**config.mk**
```make
export PLATFORM = sky130hd
export DESIGN_NAME = fetch_prefetch_queue
export DESIGN_NICKNAME = d
export VERILOG_FILES = /design/src/rtl/fetch_pkg.sv /design/src/rtl/fetch_fifo.sv /design/src/rtl/fetch_prefetch_queue.sv
export SDC_FILE = /design/constraint.sdc
export NUM_CORES = 1
export LEC_CHECK = 0
export CORE_MARGIN = 2
export CORE_UTILIZATION = 40
export DETAILED_ROUTE_END_ITERATION = 6
export HOLD_SLACK_MARGIN = 0.08
export PLACE_DENSITY = 0.65
export SYNTH_ARGS = -nofsm -noshare
export SYNTH_HDL_FRONTEND = slang
export SYNTH_SLANG_ARGS = --single-unit
export TNS_END_PERCENT = 100
```
**constraint.sdc**
```tcl
create_clock -name clk -period 10.2 [get_ports clk]
set_input_delay 1.53 -clock clk [delete_from_list [all_inputs] [get_ports clk]]
set_output_delay 1.53 -clock clk [all_outputs]
set_load 0.02 [all_outputs]
```
**src/rtl/fetch_pkg.sv**
```systemverilog
// Shared types and constants for the instruction-fetch prefetch queue.
// Holds the FSM encoding, the FIFO entry layout and the address alignment helper.
package fetch_pkg;

  localparam int INSTR_W       = 32;
  localparam int ADDR_W        = 32;
  localparam int DEFAULT_DEPTH = 4;

  typedef enum logic [1:0] {
    FQ_IDLE = 2'd0,
    FQ_REQ  = 2'd1,
    FQ_WAIT = 2'd2
  } fq_state_t;

  typedef struct packed {
    logic [ADDR_W-1:0]  pc;
    logic [INSTR_W-1:0] instr;
  } fetch_entry_t;

  function automatic logic [ADDR_W-1:0] word_align(input logic [ADDR_W-1:0] addr);
    return {addr[ADDR_W-1:2], 2'b00};
  endfunction

endpackage

```
**src/rtl/fetch_fifo.sv**
```systemverilog
// Synchronous FIFO of {pc, instr} entries with flush; head is read straight from storage.
// Flush wins over push and pop in the same cycle.
module fetch_fifo
  import fetch_pkg::*;
#(
  parameter int DEPTH = DEFAULT_DEPTH
) (
  input  logic                     clk,
  input  logic                     reset,
  input  logic                     push,
  input  logic                     pop,
  input  logic                     flush,
  input  fetch_entry_t             wdata,
  output fetch_entry_t             rdata,
  output logic [$clog2(DEPTH):0]   count,
  output logic                     empty,
  output logic                     full
);

  localparam int PTR_W = $clog2(DEPTH);
  localparam int CNT_W = PTR_W + 1;
  localparam logic [CNT_W-1:0] DEPTH_C = CNT_W'(DEPTH);

  fetch_entry_t     mem [DEPTH];
  logic [PTR_W-1:0] wr_ptr;
  logic [PTR_W-1:0] rd_ptr;
  logic             do_push;
  logic             do_pop;

  assign empty   = (count == '0);
  assign full    = (count == DEPTH_C);
  assign do_push = push && !flush && !full;
  assign do_pop  = pop && !flush && !empty;
  assign rdata   = mem[rd_ptr];

  always_ff @(posedge clk) begin
    if (!reset || flush) begin
      wr_ptr <= '0;
      rd_ptr <= '0;
      count  <= '0;
    end else begin
      if (do_push) wr_ptr <= wr_ptr + PTR_W'(1);
      if (do_pop)  rd_ptr <= rd_ptr + PTR_W'(1);
      case ({do_push, do_pop})
        2'b10:   count <= count + CNT_W'(1);
        2'b01:   count <= count - CNT_W'(1);
        default: count <= count;
      endcase
    end
  end

  // NOTE: storage is deliberately left out of reset; the head is only observed
  // while count is non-zero, so stale contents are never visible.
  always_ff @(posedge clk) begin
    if (do_push) mem[wr_ptr] <= wdata;
  end

endmodule

```
**src/rtl/fetch_prefetch_queue.sv**
```systemverilog
// Fetch front end: sequential word fetches over req/gnt/rvalid, buffered with their PCs,
// head presented to the core; a redirect flushes the buffer and kills the in-flight response.
module fetch_prefetch_queue
  import fetch_pkg::*;
#(
  parameter int                DEPTH    = DEFAULT_DEPTH,
  parameter logic [ADDR_W-1:0] RESET_PC = 32'h0000_0000
) (
  input  logic               clk,
  input  logic               reset,
  output logic               mem_req,
  output logic [ADDR_W-1:0]  mem_addr,
  input  logic               mem_gnt,
  input  logic               mem_rvalid,
  input  logic [INSTR_W-1:0] mem_rdata,
  input  logic               instr_ready,
  input  logic               redirect,
  input  logic [ADDR_W-1:0]  redirect_pc,
  output logic               instr_valid,
  output logic [INSTR_W-1:0] instr,
  output logic [ADDR_W-1:0]  instr_pc
);

  localparam int CNT_W = $clog2(DEPTH) + 1;
  localparam logic [CNT_W-1:0] DEPTH_C = CNT_W'(DEPTH);

  fq_state_t         state;
  fq_state_t         state_next;
  logic [ADDR_W-1:0] fetch_pc;
  logic [ADDR_W-1:0] fetch_pc_next;
  logic [ADDR_W-1:0] req_pc;
  logic [ADDR_W-1:0] req_pc_next;
  logic [ADDR_W-1:0] redirect_word;
  logic              kill;
  logic              kill_next;
  logic              push;
  logic              pop;
  logic              empty;
  logic              full;
  logic [CNT_W-1:0]  count;
  logic [CNT_W-1:0]  count_after;
  fetch_entry_t      push_entry;
  fetch_entry_t      head;

  assign redirect_word = word_align(redirect_pc);
  assign push          = (state == FQ_WAIT) && mem_rvalid && !kill && !redirect;
  assign pop           = instr_ready && !empty;
  assign count_after   = redirect ? '0 : count + CNT_W'(push) - CNT_W'(pop);
  assign push_entry    = '{pc: req_pc, instr: mem_rdata};

  fetch_fifo #(.DEPTH(DEPTH)) u_fifo (
    .clk   (clk),
    .reset (reset),
    .push  (push),
    .pop   (pop),
    .flush (redirect),
    .wdata (push_entry),
    .rdata (head),
    .count (count),
    .empty (empty),
    .full  (full)
  );

  // NOTE: every signal written here gets its default first, so no path leaves
  // a value unassigned and no latch is inferred.
  always_comb begin
    state_next    = state;
    fetch_pc_next = fetch_pc;
    kill_next     = kill;
    req_pc_next   = req_pc;
    case (state)
      FQ_IDLE: begin
        if (redirect) begin
          fetch_pc_next = redirect_word;
          state_next    = FQ_REQ;
        end else if (!full) begin
          state_next = FQ_REQ;
        end
      end
      FQ_REQ: begin
        // A killed request leaves fetch_pc at the redirect target when granted.
        if (mem_gnt) begin
          state_next = FQ_WAIT;
          if (!kill) fetch_pc_next = fetch_pc + 32'd4;
        end
        if (redirect) begin
          fetch_pc_next = redirect_word;
          kill_next     = 1'b1;
        end
      end
      FQ_WAIT: begin
        if (mem_rvalid) begin
          kill_next  = 1'b0;
          state_next = (count_after < DEPTH_C) ? FQ_REQ : FQ_IDLE;
        end else if (redirect) begin
          kill_next = 1'b1;
        end
        if (redirect) fetch_pc_next = redirect_word;
      end
      default: state_next = FQ_IDLE;
    endcase
    // The request address is frozen on entry to REQ so a redirect cannot disturb it.
    if (state_next == FQ_REQ && state != FQ_REQ) req_pc_next = fetch_pc_next;
  end

  // NOTE: state registers use non-blocking assignments so every flop samples
  // the pre-edge values regardless of statement order.
  always_ff @(posedge clk) begin
    if (!reset) begin
      state    <= FQ_IDLE;
      fetch_pc <= RESET_PC;
      req_pc   <= RESET_PC;
      kill     <= 1'b0;
    end else begin
      state    <= state_next;
      fetch_pc <= fetch_pc_next;
      req_pc   <= req_pc_next;
      kill     <= kill_next;
    end
  end

  assign mem_req     = (state == FQ_REQ);
  assign mem_addr    = (state == FQ_REQ) ? req_pc : fetch_pc;
  assign instr_valid = !empty;
  assign instr       = empty ? '0 : head.instr;
  assign instr_pc    = empty ? '0 : head.pc;

endmodule

```
# After elaboration in Yosys (flattened, before gate mapping)

Memories as Yosys holds them, arrays and structs flattened. A register that Yosys moved wholly into a read port is not among the register bits.
Index checks and enable logic that the tools add are counted.

Latch bits: 0
RAM bits: 256
Memories kept: 1
Output and inout port bits: 98
Word-level logic and storage cells: 66
Memory bits (read-only): 0
Register bits after elaboration: 74

Multipliers: 0
Mux-type cells: 23
Bitwise operators: 0
Equal/unequal tests: 7
Order comparisons: 1
$add $sub $neg: 7
Shift operators: 0
Divide/modulo/power cells: 0
Reductions and logical operators: 20

Memories:

| name       | words | width | read ports | clocked after Yosys merged registers in | write ports | RTL line         | text |
|---|---|---|---|---|---|---|---|
| u_fifo.mem | 4     | 64    | 1          | 1                                       | 1           | fetch_fifo.sv:24 | `fetch_entry_t mem [DEPTH];` |

Operators with widths:

| kind                  | count |
|---|---|
| $mux 32               | 7 |
| $pmux 32 s2           | 1 |
| $add 32x3->32 const B | 1 |
| $mux 2                | 6 |
| $logic_and 1x1->1     | 9 |
| $eq 2x1->1 const B    | 3 |
| $pmux 2 s3            | 1 |
| $pmux 3 s2            | 1 |
| $logic_not 1->1       | 5 |
| $mux 1                | 5 |
| $add 2x1->2 const B   | 2 |
| $eq 2x2->1 const B    | 2 |
| $reduce_bool 2->1     | 2 |
| $add 3x1->3           | 1 |
| $add 3x1->3 const B   | 1 |
| $eq 3x3->1 const B    | 1 |
| $logic_not 3->1       | 1 |
| $lt 3x3->1 const B    | 1 |
| $mux 3                | 1 |
| $sub 3x1->3           | 1 |
| $sub 3x1->3 const B   | 1 |
| $logic_not 2->1       | 1 |
| $ne 2x1->1 const B    | 1 |
| $pmux 1 s2            | 1 |
| other kinds (2)       | 2 |

# Depth between registers and ports, before layout

Gate-level depths: netlist (run 1).

Depth in word-level cells: 13
Mapped depth: 13
Depth with buffers taken out: 11

# Hierarchy

Synthesis (run 1) repeated with hierarchy kept, for this count alone.

Cells, all modules: 1,011
Area total of the unflattened synthesis: 14,541.4 µm²

By module, submodules not included:

| module               | cells an instance | times used | seq. area each (µm²) | area an instance (µm²) |
|---|---|---|---|---|
| fetch_fifo           | 389               | 1          | 7,867.5              | 9,873.2 |
| fetch_prefetch_queue | 622               | 1          | 1,341.3              | 4,668.2 |

# Least setup slack after synthesis (run 1)

No wires, ideal clock.

Path kind: input to register
Start point: in redirect
End point: mem u_fifo.mem[0][0] (netlist name), enable pin
Setup slack: 5,932 ps
Arrival time: 3,839 ps
Buffers on the path: 1
Setup time: 429 ps
Stages: 5
Data required time: 9,771 ps
Cell sequence: buf_2 > nor2_1 > nand3_1 > a31oi_1 > and2_1

Cells in the longest elaborated chain, start to end: 6

RTL lines:

| what                                | RTL line                                     | text |
|---|---|---|
| start: declaration                  | fetch_prefetch_queue.sv:17                   | `input logic redirect,` |
| $logic_not 1->1 (*)                 | fetch_fifo.sv:32, fetch_prefetch_queue.sv:46 |  |
| $logic_and 1x1->1                   | fetch_prefetch_queue.sv:46                   | `assign push = (state == FQ_WAIT) && mem_rvalid && !kill && !redirect;` |
| $logic_and 1x1->1 (*) (2 in series) | fetch_fifo.sv:32                             | `assign do_push = push && !flush && !full;` |
| $mux 1 (*)                          | fetch_fifo.sv:55                             | `if (do_push) mem[wr_ptr] <= wdata;` |
| $mux 1 (not written as such) (*)    | fetch_fifo.sv:55                             |  |
| end: declaration                    | fetch_fifo.sv:24                             |  |

Every way passes the cells marked *; elsewhere a longest branch is shown, timed or not.

==> results of run 1 <==
flip-flops by register name, indices dropped and copies added, names as in the netlist, named ones only:
register and count:
u_fifo.wr_ptr 2, u_fifo.count 3, req_pc 32, kill 1, u_fifo.rd_ptr 2, fetch_pc 32
state 2, u_fifo.mem 256
logic make-up (layout without fill, tap and decap cells):
logic type,count (synthesis),after routing,synth area share [%]
flops,332,332,64.7
simple gates,288,288,10.9
compound gates,150,150,7.17
mux,97,97,12.7
buf+inv,84,271,2.45
xor+xnor,14,14,0.862
fa+ha+maj,13,13,1.20
worst reg2reg max path: stages (launching register included):
cell and delay (ns):
dfxtp_1 0.35, or3_2 0.75, buf_4 0.41, and2_1 0.27, ha_1 0.18, inv_1 0.06
ha_1 0.21, nor2b_1 0.13, a41oi_1 0.23, xnor2_1 0.22, o21a_1 0.95, o21ai_0 0.20
a41oi_1 0.20
cell type report:
type	instances	area, um2	share of cell area (%)
inverters	22	82.6	0.467
clock buffers	52	1110	6.27
well taps	461	577	3.27
repair buffers	179	1760	9.94
multi-input cells	562	4680	26.5
clock inverters	18	246	1.40
flip-flops and latches	332	9220	52.2
report_power, final:
part	total [mW]	internal, mW	switching, mW
combinational	0.515	0.205	0.309
sequential	1.64	1.55	0.0901
clock	1.44	0.913	0.524
total	3.59	2.67	0.923
synth_stat cells (12+ instances only):
| library cell | number | area, um2 |
|---|---|---|
| edfxtp_1 | 256 | 7690 |
| dfxtp_1 | 76 | 1520 |
| and2_1 | 73 | 457 |
| nor2_1 | 72 | 270 |
| mux4_2 | 64 | 1440 |
| nand2_1 | 39 | 146 |
| clkbuf_1 | 38 | 143 |
| o21ai_0 | 36 | 180 |
| nand3_1 | 32 | 160 |
| a21oi_1 | 29 | 145 |
| mux2_2 | 26 | 293 |
| inv_1 | 22 | 82.6 |
| nor3_1 | 14 | 70.1 |
| buf_2 | 13 | 65.1 |
| and3_1 | 12 | 75.1 |
| ha_1 | 12 | 150 |
through the flow:
step                      hold WS (ns)  worst slack, ns  area [um2]  instances  total power [mW]
after global placement           0.441             5.59       16300       1556              2.17
final                            0.462             5.30       17700       1626              3.59
after CTS                        0.462             5.18       17700       1626              3.62
after global routing             0.492             5.03       17700       1626              3.73
after floorplan                  0.431             5.93       14200        978              1.96
after detailed placement         0.454             5.54       16300       1556              2.18
routing by layer:
layer,up-vias,share of wire (%),track usage (%)
met5,-,0,0
met4,0,1.7,4.55
met3,46,6.7,3.22
met2,340,49,31.4
met1,4482,42,25.7
li1,4093,-,-
cells in the final DEF, fill, tap and decap left out, types with 11 or more instances in the layout:
cell type	n
dfxtp_1	74
a21oi_1	29
nand2_1	39
nand3_1	32
o21ai_0	36
inv_1	22
mux4_2	64
and2_1	69
clkbuf_16	41
ha_1	11
and3_1	12
nor2_1	72
buf_4	14
clkdlybuf4s50_1	165
edfxtp_1	256
mux2_2	26
nor3_1	14
path summary, 6_finish.rpt:
check,start,end,slack (ns)
max,register,instr_pc[31],5.30
min,fetch_pc[1]$_SDFF_PN0_,fetch_pc[1]$_SDFF_PN0_,0.46
max reg2reg,u_fifo.count[0]$_SDFFE_PP0P_,req_pc[18]$_SDFFE_PN0P_,5.96
min reg2reg,fetch_pc[1]$_SDFF_PN0_,fetch_pc[1]$_SDFF_PN0_,0.46
==> out/summary.md, run 1 <==
Before antenna repair, the detailed router went through 5 iterations. The floorplan die width works out to 193 um. During synthesis, Yosys emitted a total of 0 warnings.

Sequential elements use 64.7% of the synthesized area. Entering global routing, the biggest net connects 60 pins. The synthesis-to-finish area growth came out at 24.2%. On the final layout, the worst clock skew is 0.0145 ns. For the clock network latency to the later pin of the worst-skew pair, the log shows 0.52 ns. The first routing iteration left 613 violations.

Adding up every negative setup slack in the final design gives 0 ns. The post-route netlist has 16.1% of its cells at a drive strength greater than 1. The run gives 0 as the max-cap violation count.

Worst endpoint data arrival time: 3.37 ns. Using the TritonRoute via totals, the vias-per-cell ratio works out to 5.51. After global routing the overflow that remains totals 0. The via total after detailed routing was 8961; the final setup violation count was 0. Clock-pin slew was measured on the worst setup and hold paths at 0.06 ns. STA classifies the critical path startpoint as a register. For the TritonCTS sink count, the log shows 332.

The highest net fanout along the worst path works out to 43. The via count of the first global-routing pass is 8948, and the final weighted congestion in routability-driven placement is 0.867. Setup repair after global routing left no endpoint under its margin. The path class of the tightest hold or removal check is register to register.

Input and output buffers added on the ports amount to 165. Number of nets at the end of the flow: 1218. The netlist uses 76 different library cells. The tools report the kind of capture point of the worst setup path as an output pin. The overall track demand over capacity in global routing was 18.8%; the count of flip-flops with a built-in enable after synthesis was 256. Die footprint: 37100 um2. The average cell area after synthesis works out to 14.5 um2.

For the initial antenna violation count, the log shows 0. The floorplan step set the die height to 193 um. The number of gates resized after CTS was 0. The filler cells instantiated in the layout total 3013.

The number of buffers inserted during clock tree synthesis was 38; the transition at the pin with the smallest max-transition slack was 1.14 ns. The signal on the critical path passes through buf_4, mux4_2, and2_1, clkdlybuf4s50_1. The post-CTS repair timing setup buffer count is 0, and the largest stage delay on the critical path is 0.79 ns.

The routed design has 34.5 mm of wire. For the total count of hold-check failures in the final report, the log shows 0. The tree is rooted in a clkbuf_16.

The kind of cell with the highest combined delay along the critical path is buffers and inverters. Dividing the detail-routed wire length by the instance count gives 21.2 um. The number of top-level design ports was 168; the synthesized netlist cell count was 978. The final critical-path share of the clock period was 48.0%.

Core utilization of the finished layout: 50.0%. TritonCTS built the clock tree. Logic depth of the worst register-to-register path: 12.

The count of inserted antenna diode cells came out at 0. The run gives 5.87 nW as the leakage power summed over all cells. Across the VDD grid, the largest voltage drop is 0.000105 V. The run finished with clean final reports. The run gives 23.7% as the worst slew margin relative to its limit.

The first-pass GRT wire length is 52.7 mm, and the final critical delay including setup and external delays is 4.90 ns. The number of nets handed over by synthesis was 1061. The synthesized design contains 332 register bits. The start-to-end type of the worst setup path was register to output pin. The data required time at the worst endpoint was 8.67 ns; the deepest level of the CTS H-tree was 2. The HPWL after detailed placement is 21.4 mm.

The post-synthesis async set-or-reset flop share was 0%; the count of pins over their slew limit was 0. The run gives 0 as the number of antenna-violating nets in the routed design. Dominant synthesized flop cell: edfxtp_1. The worst hold path was traced through 2 stages. In this run, post-CTS hold repair placed 0 buffers. The total area inside the core boundary comes to 35300 um2. Once the floorplan was initialized, standard cells occupied 40.3% of the core. The slowest stage of the critical path belongs to the cell buf_4.

The maximum buffer depth of the clock tree is 3. Dividing total power by cell area gives a power density of 203 nW/um2. Final routed DRC violation total: 0. The timing-limited maximum frequency is 204 MHz. After synthesis the cells add up to 14200 um2. Counting both buffers and inverters, the worst setup path holds a total of 2. The standard-cell row count was 69; the instance count on the critical path was 4.
Power figures use the tool's default switching activity.
==> inputs of run 2 (changes only) <==
PLACE_DENSITY = 0.68   (was 0.65)
clock period = 4.2 ns   (was 10.2 ns; I/O delays follow)
==> out/summary.md, run 2 (synthesis results as in run 1) <==
The largest stage delay on the critical path was 0.72 ns (was 0.79 ns). The detailed-route wire length is 34.5 mm (about the same), and the quantity of gates resized following cts is 0 (unchanged). The number of top-level design ports is 168 (unchanged). The pin count of the biggest net entering global routing was 67 (was 60).

The clock transition at the register clock pins on the worst setup and hold paths after CTS is 0.07 ns (was 0.06 ns). Most common library cell in the layout ignoring fill and taps: edfxtp_1 (unchanged). Die footprint: 37100 um2 (unchanged). The tools report the root buffer cell as clkbuf_16 (unchanged). The logs give 4680 um2 (unchanged) for the area of the multi-input gates and 0.0188 ns (was 0.0145 ns) for the setup clock skew after layout. The highest net fanout along the worst path was 35 (was 43). TritonCTS built the clock tree. The clock network latency to the later pin of the worst-skew pair is 0.51 ns (was 0.52 ns). The maximum buffer depth of the clock tree was 3 (unchanged); the number of nets at the end of the flow was 1230 (was 1218). The register containing the most flip-flops in the final layout was u_fifo.mem (unchanged). The TritonCTS sink count is 332 (unchanged).

Startpoint type of the worst setup path: a register (unchanged). The starting DRC count in detailed routing is 635 (was 613). The deepest level of the CTS H-tree was 2 (unchanged). The start-to-end type of the worst setup path is register to output pin (unchanged). The synthesis-to-finish area growth was 26.0% (was 24.2%). The worst path needs 3.62 ns of the cycle, external delays included. The accumulated negative setup slack was 0 ns (unchanged). The final setup violation count is 0 (unchanged), and the timing-limited maximum frequency is 276 MHz.

Overall power of the completed layout: 8.84 mW (was 3.59 mW). Transition at the pin with the smallest max-transition slack: 0.980 ns (was 1.14 ns). The number of buffers inserted during clock tree synthesis is 36 (was 38), and the final routed DRC violation total is 0 (unchanged).

The standard-cell row count is 69 (unchanged). Master of the slowest instance on the critical path: ha_2 (was buf_4). The run gives 0 (unchanged) as the number of antenna-violating nets in the routed design. Via total after detailed routing: 8949 (was 8961). The share of post-route cells with drive strength above 1 came out at 17.2% (was 16.1%).

The tools report the max-cap violation count as 0 (unchanged). The maximum resistive drop on vdd came out at 0.000248 V (was 0.000105 V). The quantity of I/O buffers inserted on ports works out to 165 (unchanged).

The run gives 40.3% (unchanged) as the starting utilization of the core area. The floorplan die width is 193 um (unchanged). Series of cell instances along the critical path: inv_1, ha_2, buf_12, mux2_2, clkdlybuf4s50_1 (was buf_4, mux4_2, and2_1, clkdlybuf4s50_1). The post-CTS repair timing setup buffer count was 0 (unchanged); the fill cell total of the finished layout was 2980 (was 3013). The number of cells traversed by the worst hold path is 2 (unchanged), and the count of inserted antenna diode cells is 0 (unchanged). The logs give 34.2% (was 23.7%) for the worst slew margin relative to its limit and 0.880 (was 0.867) for the final weighted congestion in routability-driven placement.

The mean number of vias per cell was 5.48 (was 5.51). Kind of capture point of the worst setup path: an output pin (unchanged). The flow ran to the end, and the final reports show no timing, DRC or antenna violations.

The count of pins over their slew limit was 0 (unchanged); the final critical-path share of the clock period was 86.2%. The power per cell area works out to 493 nW/um2 (was 203 nW/um2). Area occupied by registers: 9220 um2 (unchanged).

The tools report the data required time at the worst endpoint as 3.57 ns (was 8.67 ns). The worst endpoint data arrival time came out at 2.99 ns (was 3.37 ns). The number of flip-flops in the largest register came out at 256 (unchanged).

The initial antenna violation count came out at 0 (unchanged). Setup repair after global routing left no endpoint under its margin. Overall track demand over capacity in global routing: 18.5% (was 18.8%). Height of the die: 193 um (unchanged).

The first-pass iteration count of the detailed router is 7 (was 5). The tools report the leftover overflow at the end of global routing as 0 (unchanged). Area of the core: 35300 um2 (unchanged). The cell area after placement came out at 16600 um2 (was 16300 um2). The worst hold path class was register to register (unchanged).

The via count of the first global-routing pass is 8817 (was 8948). The run gives 17900 um2 (was 17700 um2) as the post-route cell area. The cts-stage hold buffer count was 0 (unchanged); the first-pass GRT wire length was 51.8 mm (was 52.7 mm). The leakage power summed over all cells is 6.00 nW (was 5.87 nW). The run gives 0 (unchanged) as the total count of hold-check failures in the final report.

Commonest cells after routing, fill and taps aside: edfxtp_1 (256), clkdlybuf4s50_1 (165), dfxtp_1 (74) (unchanged). The estimated wirelength of the detail-placed design is 22.5 mm (was 21.4 mm), and the per-cell routed wire length is 21.1 um (was 21.2 um). Logic depth of the worst register-to-register path: 8 (was 12). Top flop regs: u_fifo.mem (256), fetch_pc (32), req_pc (32) (unchanged).
[run 2: cell count changes in the layout (fill, tap and decap cells not counted)]
cell	change
clkinv_4	-2
clkbuf_1	-6
clkbuf_16	-3
bufinv_16	+4
buf_12	+11
buf_4	+3
clkinvlp_4	+1
[run 2: worst max-delay path, delay by kind of cell (launching register included)]
kind,cells,cell delay (ns)
fa+ha+maj,1,0.72
buf+inv,3,0.96
flops,1,0.38
mux,1,0.39
[run 2: where the power goes]
| part | total [mW] | internal, mW | switching (mW) |
|---|---|---|---|
| registers | 3.98 | 3.76 | 0.223 |
| logic | 1.27 | 0.517 | 0.754 |
| clock network | 3.59 | 2.33 | 1.26 |
[run 2: per-stage QoR]
stage | std cells | hold slack [ns] | util, % | setup slack [ns]
5_1_grt | 1634 | 0.488 | 50.8 | 0.495
3_5_place_dp | 1570 | 0.452 | 46.9 | 0.910
2_1_floorplan | 978 | 0.431 | - | 0.832
3_3_place_gp | 1570 | 0.442 | 46.9 | 0.949
4_1_cts | 1634 | 0.460 | 50.8 | 0.608
6_report | 1634 | 0.461 | 50.8 | 0.581
[run 2: area by class of cell]
class | count | area share, %
tap | 461 | 3.22
timing repair buffer | 193 | 11.2
multi-input combinational | 562 | 26.1
clock buffer | 43 | 5.63
clock inverter | 21 | 1.99
inverter | 22 | 0.461
sequential | 332 | 51.4
[run 2: final timing paths]
kind                                from                 endpoint  slack, ns
setup / recovery     state[1]$_SDFF_PN0_             mem_addr[22]       0.58
hold reg to reg   fetch_pc[1]$_SDFF_PN0_   fetch_pc[1]$_SDFF_PN0_       0.46
setup reg to reg     state[1]$_SDFF_PN0_  fetch_pc[25]$_SDFF_PN0_       1.09
hold / removal    fetch_pc[1]$_SDFF_PN0_   fetch_pc[1]$_SDFF_PN0_       0.46
[run 2: layer usage]
metal | up-vias | GRT usage [%] | share of wire, %
met1 | 4457 | 24.7 | 43
met3 | 52 | 3.46 | 6.4
met4 | 0 | 5.37 | 2.5
met5 | - | 0 | 0
li1 | 4106 | - | -
met2 | 334 | 30.8 | 48
==> inputs of run 3 (changes only) <==
CORE_MARGIN = 1   (was 2)
CTS_BUF_LIST = sky130_fd_sc_hd__clkbuf_8   (was not set)
==> out/summary.md, run 3 (synthesis results as in run 1) <==
The run finished with clean final reports. The number of flip-flops in the largest register works out to 256 (unchanged). The logs give 54 (was 36) for the number of buffers inserted during clock tree synthesis and 0 (unchanged) for the initial antenna violation count. Series of cell instances along the critical path: ha_2, buf_12, mux2_2, clkdlybuf4s50_1 (was inv_1, ha_2, buf_12, mux2_2, clkdlybuf4s50_1). The final setup violation count came out at 0 (unchanged).

The tools report the root buffer cell as clkbuf_8 (was clkbuf_16). The master of the slowest instance on the critical path is ha_2 (unchanged). The transition at the pin with the smallest max-transition slack is 0.954 ns (was 0.980 ns). The number of top-level design ports is 168 (unchanged), and the final critical delay including setup and external delays is 3.69 ns (was 3.62 ns).

The run gives 0 (unchanged) as the count of pins over their slew limit. The run gives 0 (unchanged) as the leftover overflow at the end of global routing. The run gives 0 (unchanged) as the post-CTS repair timing setup buffer count.

For the maximum resistive drop on vdd, the log shows 0.000230 V (was 0.000248 V). For the timing-limited maximum frequency, the log shows 271 MHz (was 276 MHz). Top flop regs: u_fifo.mem (256), fetch_pc (32), req_pc (32) (unchanged). The clock transition at the register clock pins on the worst setup and hold paths after CTS works out to 0.06 ns (was 0.07 ns). The detailed route wirelength on metal2 was 15.9 mm (was 16.6 mm).

The starting utilization of the core area came out at 40.9% (was 40.3%). The first-pass GRT wire length is 51.6 mm (was 51.8 mm). The most common library cell in the layout ignoring fill and taps is edfxtp_1 (unchanged). The length of routed wiring on met1 is 14.5 mm (was 14.8 mm), and the cts-stage hold buffer count is 0 (unchanged). The worst endpoint data arrival time is 3.06 ns (was 2.99 ns), and the via total after detailed routing is 8966 (was 8949). The largest stage delay on the critical path was 0.77 ns (was 0.72 ns). The synthesis-to-finish area growth is 23.8% (was 26.0%). The kind of capture point of the worst setup path is an output pin (unchanged). The overall track demand over capacity in global routing is 18.7% (was 18.5%), and the maximum buffer depth of the clock tree is 3 (unchanged). The cell area after placement was 16500 um2 (was 16600 um2). The run gives 0 (unchanged) as the total count of hold-check failures in the final report. Highest net fanout along the worst path: 36 (was 35).

The per-cell routed wire length is 20.3 um (was 21.1 um). The kind of cell with the highest combined delay on the critical path is buffers and inverters (unchanged). The start-to-end type of the worst setup path is register to output pin (unchanged). The run gives 8.00 mW (was 8.84 mW) as the overall power of the completed layout. Topmost layer with routed signal wires: met4 (unchanged). The final standard cell count with taps included and fillers excluded came out at 1665 (was 1634). Setup repair after global routing left no endpoint under its margin. The post-route cell area was 17600 um2 (was 17900 um2); the power per cell area was 455 nW/um2 (was 493 nW/um2).

Share of post-route cells with drive strength above 1: 17.9% (was 17.2%). The tools report the final routed DRC violation total as 0 (unchanged). For the placed instance count, the log shows 1563 (was 1570).

The floorplan die width is 191 um (was 193 um), and the starting DRC count in detailed routing is 620 (was 635). The tools report the max-cap violation count as 0 (unchanged). For the core utilization of the finished layout, the log shows 50.6% (was 50.8%). TritonCTS built the clock tree. The tools report the startpoint type of the worst setup path as a register (unchanged).

The leakage power summed over all cells was 5.97 nW (was 6.00 nW). The quantity of I/O buffers inserted on ports is 165 (unchanged). The detailed-route wire length was 33.9 mm (was 34.5 mm).

Die footprint: 36300 um2 (was 37100 um2). The tools report the pin count of the biggest net entering global routing as 67 (unchanged). The number of nets at the end of the flow was 1247 (was 1230); the critical path buffer and inverter count was 2 (was 3). The accumulated negative setup slack was 0 ns (unchanged). The worst hold path class was register to register (unchanged). The final critical-path share of the clock period was 87.8% (was 86.2%); the height of the die was 191 um (was 193 um). Deepest level of the CTS H-tree: 2 (unchanged). The register containing the most flip-flops in the final layout was u_fifo.mem (unchanged).

The number of antenna-violating nets in the routed design is 0 (unchanged). The setup clock skew after layout was 0.0281 ns (was 0.0188 ns). Mean number of vias per cell: 5.38 (was 5.48). The via count of the first global-routing pass is 8887 (was 8817).

The data required time at the worst endpoint is 3.57 ns (about the same), and the first-pass iteration count of the detailed router is 5 (was 7). The run gives 0.903 (was 0.880) as the final weighted congestion in routability-driven placement. The run gives 34800 um2 (was 35300 um2) as the area of the core. Commonest cells after routing, fill and taps aside: edfxtp_1 (256), clkdlybuf4s50_1 (165), dfxtp_1 (74) (unchanged).

Estimated wirelength of the detail-placed design: 21.8 mm (was 22.5 mm). The worst slew margin relative to its limit is 35.9% (was 34.2%). The run gives 0 (unchanged) as the quantity of gates resized following cts. For the standard-cell row count, the log shows 68 (was 69). The tools report the TritonCTS sink count as 332 (unchanged).

The logs give 2.63 mm (was 2.21 mm) for the met3 wirelength from detailed routing and 0.58 ns (was 0.51 ns) for the clock network latency to the later pin of the worst-skew pair.
==> run 3: changes by cell type in the layout (fill, tap and decap cells not counted), moves of 4 or more <==
cell       before  now
bufinv_16      10    2
inv_1          22   46
and2_2          0    4
clkbuf_8        4   65
and2_4          4    0
clkbuf_16      38    0
==> run 3: tightest hold or removal path, stage by stage, from the launching register on <==
cell     delay (ns)
dfxtp_1        0.29
inv_1          0.07
nor2_1         0.05
==> run 3: power breakdown <==
| part | switching (mW) | internal [mW] | total [mW] |
|---|---|---|---|
| clock network | 1.23 | 1.52 | 2.75 |
| logic | 0.740 | 0.524 | 1.26 |
| registers | 0.226 | 3.76 | 3.99 |
==> run 3: through the flow <==
stage / worst slack [ns] / hold WS, ns
5_1_grt: 0.413 / 0.469
3_3_place_gp: 0.843 / 0.442
6_report: 0.511 / 0.454
4_1_cts: 0.500 / 0.456
3_5_place_dp: 0.813 / 0.447
2_1_floorplan: 0.832 / 0.431
==> run 3: area by class of cell <==
class                      count  area, um2
fill                        2944      17200
sequential                   332       9210
multi-input combinational    562       4670
timing repair buffer         192       1970
clock buffer                  65        895
tap                          455        569
clock inverter                36        201
inverter                      22       82.6
antenna                        1       2.50
==> run 3: final timing paths <==
| kind | slack (ns) | start | depth (start not counted) | endpoint |
|---|---|---|---|---|
| worst max register to register | 1.08 | u_fifo.count[0]$_SDFFE_PP0P_ | 12 | req_pc[8]$_SDFFE_PN0P_ |
| worst max-delay path | 0.51 | state[0]$_SDFF_PN0_ | 4 | mem_addr[19] |
| worst min-delay path | 0.45 | fetch_pc[0]$_SDFF_PN0_ | 2 | fetch_pc[0]$_SDFF_PN0_ |
| worst min register to register | 0.45 | fetch_pc[0]$_SDFF_PN0_ | 2 | fetch_pc[0]$_SDFF_PN0_ |
==> run 3: layer usage <==
| metal | track usage (%) | vias up |
|---|---|---|
| li1 | - | 4163 |
| met1 | 24.9 | 4384 |
| met4 | 5.88 | 0 |
| met3 | 4.47 | 60 |
| met5 | 0 | - |
| met2 | 30.3 | 359 |
